--- config.mk ---
export PLATFORM = sky130hd
export DESIGN_NAME = mux_rr_flat
export DESIGN_NICKNAME = d
export VERILOG_FILES = /design/src/rtl/mux_rr_if.sv /design/src/rtl/mux_rr.sv /design/src/flat_wrapper.sv
export SDC_FILE = /design/constraint.sdc
export NUM_CORES = 1
export LEC_CHECK = 0
export ABC_AREA = 0
export CORE_ASPECT_RATIO = 0.75
export CORE_UTILIZATION = 40
export CTS_CLUSTER_SIZE = 30
export DETAILED_ROUTE_END_ITERATION = 16
export PLACE_DENSITY = 0.84
export REMOVE_ABC_BUFFERS = 1
export SETUP_SLACK_MARGIN = 0.2
export SLEW_MARGIN = 20
export SYNTH_ARGS = -nofsm -noshare
export SYNTH_HDL_FRONTEND = slang
export SYNTH_SLANG_ARGS = --single-unit
export TNS_END_PERCENT = 100
--- constraint.sdc ---
create_clock -name clk -period 2.3 [get_ports clk]
set_input_delay 0.23 -clock clk [delete_from_list [all_inputs] [get_ports clk]]
set_output_delay 0.23 -clock clk [all_outputs]
set_load 0.01 [all_outputs]
--- src/rtl/mux_rr_if.sv ---
// Handshake/data bundle between the channel sources, the mux_rr arbiter and the downstream sink.
interface mux_rr_if #(
  parameter int DATA_WIDTH = 6,
  parameter int NUM_CH     = 4
);
  localparam int CH_W = ($clog2(NUM_CH) > 1) ? $clog2(NUM_CH) : 1;

  logic [NUM_CH-1:0]            valid_in;
  logic [NUM_CH*DATA_WIDTH-1:0] data_in;
  logic                         out_ready;
  logic [NUM_CH-1:0]            pop;
  logic                         valid_out;
  logic [DATA_WIDTH-1:0]        data_out;
  logic [CH_W-1:0]              ch_out;

  modport master (
    output valid_in, data_in, out_ready,
    input  pop, valid_out, data_out, ch_out
  );

  modport slave (
    input  valid_in, data_in, out_ready,
    output pop, valid_out, data_out, ch_out
  );
endinterface

--- src/rtl/mux_rr.sv ---
// N-channel to 1 mux with a single registered output stage and combinational one-hot pop.
// Define MUX_RR_ROUND_ROBIN_EN for round-robin arbitration; default is fixed lowest-index priority.
module mux_rr #(
  parameter int DATA_WIDTH = 6,
  parameter int NUM_CH     = 4
) (
  input  logic     clk,
  input  logic     reset_L,
  mux_rr_if.slave  bus
);
  localparam int CH_W = ($clog2(NUM_CH) > 1) ? $clog2(NUM_CH) : 1;

  logic                  vld_q, vld_d;
  logic [DATA_WIDTH-1:0] data_q, data_d;
  logic [CH_W-1:0]       ch_q, ch_d;
  logic [CH_W-1:0]       gnt_ch;
  logic                  any_vld;
  logic                  load_en;
  logic                  grant;
  logic [NUM_CH-1:0]     pop_d;

`ifdef MUX_RR_ROUND_ROBIN_EN
  logic [CH_W-1:0] rr_ptr_q, rr_ptr_d;

  // Scan channels starting at rr_ptr, wrapping modulo NUM_CH; first valid wins.
  always_comb begin
    int idx;
    idx     = 0;
    gnt_ch  = '0;
    any_vld = 1'b0;
    for (int k = 0; k < NUM_CH; k++) begin
      idx = int'(rr_ptr_q) + k;
      if (idx >= NUM_CH) idx = idx - NUM_CH;
      if (!any_vld && bus.valid_in[idx]) begin
        any_vld = 1'b1;
        gnt_ch  = CH_W'(idx);
      end
    end
  end
`else
  always_comb begin
    gnt_ch  = '0;
    any_vld = 1'b0;
    for (int k = NUM_CH - 1; k >= 0; k--) begin
      if (bus.valid_in[k]) begin
        any_vld = 1'b1;
        gnt_ch  = CH_W'(k);
      end
    end
  end
`endif

  assign load_en = ~vld_q | bus.out_ready;
  assign grant   = load_en & any_vld & ~reset_L;

  always_comb begin
    pop_d = '0;
    if (grant) pop_d[gnt_ch] = 1'b1;
  end

  // Empty or retiring slot refills on the same edge, so no bubble between words.
  always_comb begin
    vld_d  = vld_q;
    data_d = data_q;
    ch_d   = ch_q;
    if (load_en) begin
      vld_d = any_vld;
      if (any_vld) begin
        data_d = bus.data_in[int'(gnt_ch)*DATA_WIDTH +: DATA_WIDTH];
        ch_d   = gnt_ch;
      end
    end
  end

`ifdef MUX_RR_ROUND_ROBIN_EN
  always_comb begin
    rr_ptr_d = rr_ptr_q;
    if (grant) rr_ptr_d = (gnt_ch == CH_W'(NUM_CH - 1)) ? '0 : gnt_ch + CH_W'(1);
  end
`endif

  always_ff @(posedge clk) begin
    if (reset_L) begin
      vld_q    <= 1'b0;
      data_q   <= '0;
      ch_q     <= '0;
`ifdef MUX_RR_ROUND_ROBIN_EN
      rr_ptr_q <= '0;
`endif
    end else begin
      vld_q    <= vld_d;
      data_q   <= data_d;
      ch_q     <= ch_d;
`ifdef MUX_RR_ROUND_ROBIN_EN
      rr_ptr_q <= rr_ptr_d;
`endif
    end
  end

  assign bus.pop       = pop_d;
  assign bus.valid_out = vld_q;
  assign bus.data_out  = data_q;
  assign bus.ch_out    = ch_q;
endmodule

--- src/flat_wrapper.sv ---
// flat-port wrapper written by rule: the top's interface ports become plain ports
module mux_rr_flat 
#(
  parameter int DATA_WIDTH = 6,
  parameter int NUM_CH     = 4
)
  (clk, reset_L, bus_valid_in, bus_data_in, bus_out_ready, bus_pop, bus_valid_out, bus_data_out, bus_ch_out);
  mux_rr_if #(.DATA_WIDTH(DATA_WIDTH), .NUM_CH(NUM_CH)) bus_i ();
  input  logic clk;
  input  logic reset_L;
  input wire logic [$bits(bus_i.valid_in)-1:0] bus_valid_in;
  input wire logic [$bits(bus_i.data_in)-1:0] bus_data_in;
  input wire logic [$bits(bus_i.out_ready)-1:0] bus_out_ready;
  output wire logic [$bits(bus_i.pop)-1:0] bus_pop;
  output wire logic [$bits(bus_i.valid_out)-1:0] bus_valid_out;
  output wire logic [$bits(bus_i.data_out)-1:0] bus_data_out;
  output wire logic [$bits(bus_i.ch_out)-1:0] bus_ch_out;
  assign bus_i.valid_in = bus_valid_in;
  assign bus_i.data_in = bus_data_in;
  assign bus_i.out_ready = bus_out_ready;
  assign bus_pop = bus_i.pop;
  assign bus_valid_out = bus_i.valid_out;
  assign bus_data_out = bus_i.data_out;
  assign bus_ch_out = bus_i.ch_out;
  mux_rr #(.DATA_WIDTH(DATA_WIDTH), .NUM_CH(NUM_CH)) u_core (.clk(clk), .reset_L(reset_L), .bus(bus_i));
endmodule
Word-level counts from Yosys, hierarchy flattened:

Index checks and enable logic that the tools add are counted.

* register bits: 9
* bits of input ports: 31
* output and inout bits: 13
* logic and storage cells: 25

* $mul: 1
* magnitude comparators: 2
* shifts and indexed selects: 1
* multiplexer cells: 11
* bitwise operators: 5
* reduce and logical (&&, ||, !) cells: 2

Operator list (number)
* variable part select 24 x 32 -> 6 bit: 1
* 2-to-1 mux 2 bit: 4
* 2-to-1 mux 1 bit: 5
* multiplier 2 x 2 -> 4 bit (second input constant): 1
* 2-to-1 mux 4 bit: 1
* < comparator 2 x 3 -> 1 bit (second input constant): 1
* AND 1 bit: 2
* demux 1 bit (select 2 bit): 1
* >= comparator 2 x 1 -> 1 bit (second input constant): 1
* NOT 1 bit: 2
* AND reduction 2 bit: 1
* logical AND 1 bit: 1
* bitwise OR 1 bit: 1

Longest topological paths before layout:

Gate-level depths: netlist of run 1.

* depth in word-level cells: 9
* depth in mapped cells: 4
* mapped depth without buffers: 3

Worst setup path before layout of run 1:

No wires, ideal clock.

* kind: flip-flop to output port
* start point: register u_core.vld_q, in the netlist u_core.bus.valid_out
* end point: output port bus_pop[3]
* data arrival time: 1.093 ns
* data required time: 2.070 ns
* setup slack: 0.977 ns
* cell stages (with the launch flop): 4
* path through: dfxtp_1 > and2b_2 > nor2_1 > and4b_1

* longest elaborated chain between the ends: 5

Ends and longest elaborated chain
* from (decl): line mux_rr.sv:13 `logic vld_q, vld_d;`
* from (signal assigned): line mux_rr.sv:91 `vld_q <= vld_d;`
* NOT 1 bit: line mux_rr.sv:53 `assign load_en = ~vld_q | bus.out_ready;`
* bitwise OR 1 bit: line mux_rr.sv:53
* AND 1 bit (2 in a row): line mux_rr.sv:54 `assign grant = load_en & any_vld & ~reset_L;`
* 2-to-1 mux 4 bit: line mux_rr.sv:58 `if (grant) pop_d[gnt_ch] = 1'b1;`
* to (decl): line flat_wrapper.sv:14 `output wire logic [$bits(bus_i.pop)-1:0] bus_pop;`

Every way passes these cells.

Worst setup path in the final report of run 1:

* start point: input port bus_out_ready
* end point: output port bus_pop[3]

* longest elaborated chain between the ends: 4

Ends and longest elaborated chain
* from (decl): line flat_wrapper.sv:13 `input wire logic [$bits(bus_i.out_ready)-1:0] bus_out_ready;`
* bitwise OR 1 bit: line mux_rr.sv:53
* AND 1 bit (2 in a row): line mux_rr.sv:54
* 2-to-1 mux 4 bit: line mux_rr.sv:58

Every way passes these cells.

==> results.json, run 1 <==
{
  "synth_seq_cells": 9,
  "drt-initial-drc-count": 9,
  "hold_viol_final": 0,
  "drc": 0,
  "rsz0062_at_grt": "true",
  "fmax_mhz": 479,
  "setup.worst_path.start_class": "input port",
  "outcome": "complete, no violations",
  "reg2reg_depth": 3,
  "antenna_cells": 0,
  "worst_hold_path.endpoint": "u_core.bus.ch_out[1]",
  "syn_area_um2": 752,
  "nFillCells": 155,
  "crit_required_ps": 2070,
  "synthCells": 85,
  "clock_path_buffers": 2,
  "final_common_cell": "clkdlybuf4s50_1",
  "vias": 888,
  "tns_ps": 0,
  "ff_latch_area_um2": 180,
  "hold_slack_ps": 482,
  "hold_buffers": 0,
  "finalPower_w": 0.000497,
  "post-route-min-period_ps": 2090,
  "hold_class": "flop to flop",
  "setup_viol": 0,
  "avgRoutedWirePerCell_um": 15.5,
  "min_period_over_period_pct": 90.8,
  "cp_max_fo": 5,
  "setup_ws_ps": 213,
  "max-vdd-ir-drop_uv": 211,
  "row_count": 13,
  "fin_skew_ps": 0.748,
  "fp.dieW_um": 52.1,
  "cts_made_buffers": 3,
  "die_h_um": 39.6,
  "worstHoldStart": "u_core.bus.ch_out[1]",
  "critPathKind": "input port to output pin",
  "area.growth.synth_to_final_pct": 68.7,
  "nets": 165,
  "cts.sinks": 9,
  "drt-total-wl_um": 2410,
  "place_congestion": 0.852,
  "ios": 44,
  "ys_seq_area_share_pct": 24.0,
  "drt_first_pass_iters": 4,
  "first_global_vias": 829,
  "cap_violations": 0,
  "report.final.slew_viol_count": 0,
  "max_slew.worst_pin.slew_ps": 451,
  "initial_utilization_pct": 42.8,
  "hpwl_um": 1780,
  "h-tree-depth": 1,
  "reg2reg_to": "u_core.bus.ch_out[1]",
  "multi_input_area_um2": 536,
  "place_ws_ps": 170,
  "core_area_um2": 1760,
  "root_buffer": "clkbuf_4",
  "leakage_nw": 0.479,
  "drive_above_1_share_pct": 23.3,
  "grt_overflow": 0,
  "layout_common_cells": "clkdlybuf4s50_1, dfxtp_1, a21oi_1",
  "cts.clk_slew.worst_paths_ps": 70,
  "slew_headroom_pct": 69.9,
  "holdPathStages": 2,
  "ant_nets": 0,
  "cts_tree": "built",
  "r2r_slack_ps": 1140,
  "crit_arrival_ps": 1860,
  "grt_max_degree": 17,
  "post_cts_buffers": 0,
  "end_kind": "output pin",
  "floorplan.die_area_um2": 2060,
  "avgSynthCellArea_um2": 8.85,
  "viasPerCell": 5.73,
  "synth_warnings": 0,
  "grt_pass1_wl_um": 3550,
  "track_usage_pct": 24.4,
  "synth_cell_types": 27,
  "clkLatencyLatePin_ps": 270,
  "r2r-start": "u_core.bus.valid_out",
  "antenna_found_initial": 0,
  "p_per_area_nw_per_um2": 392,
  "portBuffers": 43
}
-- per-stage QoR --
step / std cells / area [um2] / util (%)
after floorplan: 78 / 697 / -
after global placement: 151 / 1210 / 69.2
after detailed placement: 151 / 1210 / 69.2
after CTS: 155 / 1250 / 71.2
after global routing: 155 / 1270 / 72.2
final: 155 / 1270 / 72.2
-- cell families (layout without fill, tap and decap cells) --
logic type,Yosys count,after routing,share of synthesized area [%]
AND/OR/NAND/NOR,31,31,33.6
flip-flops,9,9,24.0
AO/OA/AOI/OAI,37,37,34.6
buffers and inverters,8,56,7.82
-- metal layers --
| metal | vias to the layer above | GRT usage [%] | part of all wire, % |
|---|---|---|---|
| met3 | 7 | 5.04 | 7.9 |
| met2 | 46 | 45.2 | 48 |
| met1 | 409 | 27.5 | 42 |
| met5 | - | 0 | 0 |
| met4 | 0 | 10.1 | 1.9 |
| li1 | 426 | - | - |
-- Yosys cell counts --
library cell / n / area share, %
a21oi_1: 8 / 5.3
a21oi_2: 6 / 7.0
a311oi_1: 6 / 7.0
a31oi_1: 1 / 0.83
and2b_2: 7 / 8.2
and3b_1: 4 / 4.7
and3b_2: 2 / 2.7
and4b_1: 2 / 2.7
buf_2: 4 / 2.7
buf_6: 2 / 3.0
dfxtp_1: 9 / 24
dlymetal6s2s_1: 1 / 1.7
inv_1: 1 / 0.50
nand3b_1: 6 / 6.0
nor2_1: 3 / 1.5
nor2_4: 1 / 1.5
nor2b_1: 1 / 0.83
nor3_1: 1 / 0.66
nor4_2: 1 / 1.7
nor4b_1: 1 / 1.2
o2111ai_1: 1 / 1.2
o211ai_1: 1 / 1.0
o21ai_0: 7 / 4.7
o21ai_1: 1 / 0.66
o2bb2ai_1: 6 / 7.0
or2b_2: 1 / 1.2
or4_1: 1 / 1.0
-- what timing repair did --
item / in CTS / in global routing
gates resized for setup: 3 / 4
pin swaps: 0 / 1
setup endpoints to repair: 2 / 4
-- registers in the layout (all words and copies together) (netlist names) --
name	count
u_core.bus.data_out	6
u_core.bus.ch_out	2
u_core.bus.valid_out	1
-- report_power, final --
| group | switching, W | internal (W) |
|---|---|---|
| Combinational | 0.0000762 | 0.000114 |
| Clock | 0.0000621 | 0.0000672 |
| Sequential | 0.00000821 | 0.000169 |
-- how the worst max path moves through the flow --
stage                    startpoint         end  cells past startpoint  slack [ps]
5_1_grt               bus_out_ready  bus_pop[3]                      5         140
3_5_place_dp        bus_valid_in[1]  bus_pop[3]                      5         170
4_1_cts             bus_valid_in[0]  bus_pop[1]                      4         200
3_3_place_gp          bus_out_ready  bus_pop[1]                      4         220
2_1_floorplan  u_core.bus.valid_out  bus_pop[3]                      3         980
6_report              bus_out_ready  bus_pop[3]                      5         210
-- worst max-delay path, stage by stage --
cell and delay, ps:
clkdlybuf4s50_1 470, and2b_2 260, nor2_1 150, and4b_1 210, clkdlybuf4s50_1 540
-- cell type report --
class                      instances  area share [%]
clock buffer                       4            2.07
inverter                           1           0.296
multi-input combinational         68            42.2
sequential                         9            14.2
tap                               22            2.17
timing repair buffer              51            39.1
Note: power is estimated with default switching activity, not from simulation.
==> run 2: changes to the inputs <==
--- a/config.mk
+++ b/config.mk
@@ -13,7 +13,7 @@
 export PLACE_DENSITY = 0.84
 export REMOVE_ABC_BUFFERS = 1
 export SETUP_SLACK_MARGIN = 0.2
-export SLEW_MARGIN = 20
+export SLEW_MARGIN = 10
 export SYNTH_ARGS = -nofsm -noshare
 export SYNTH_HDL_FRONTEND = slang
 export SYNTH_SLANG_ARGS = --single-unit
==> results of run 2 <==
Same layout as run 1: the final DEF is identical, and so are final timing and power.
==> run 3: changes to the inputs <==
--- a/config.mk
+++ b/config.mk
@@ -17,4 +17,3 @@
 export SYNTH_ARGS = -nofsm -noshare
 export SYNTH_HDL_FRONTEND = slang
 export SYNTH_SLANG_ARGS = --single-unit
-export TNS_END_PERCENT = 100
==> results of run 3 <==
Same layout as run 1: the final DEF is identical, and so are final timing and power.
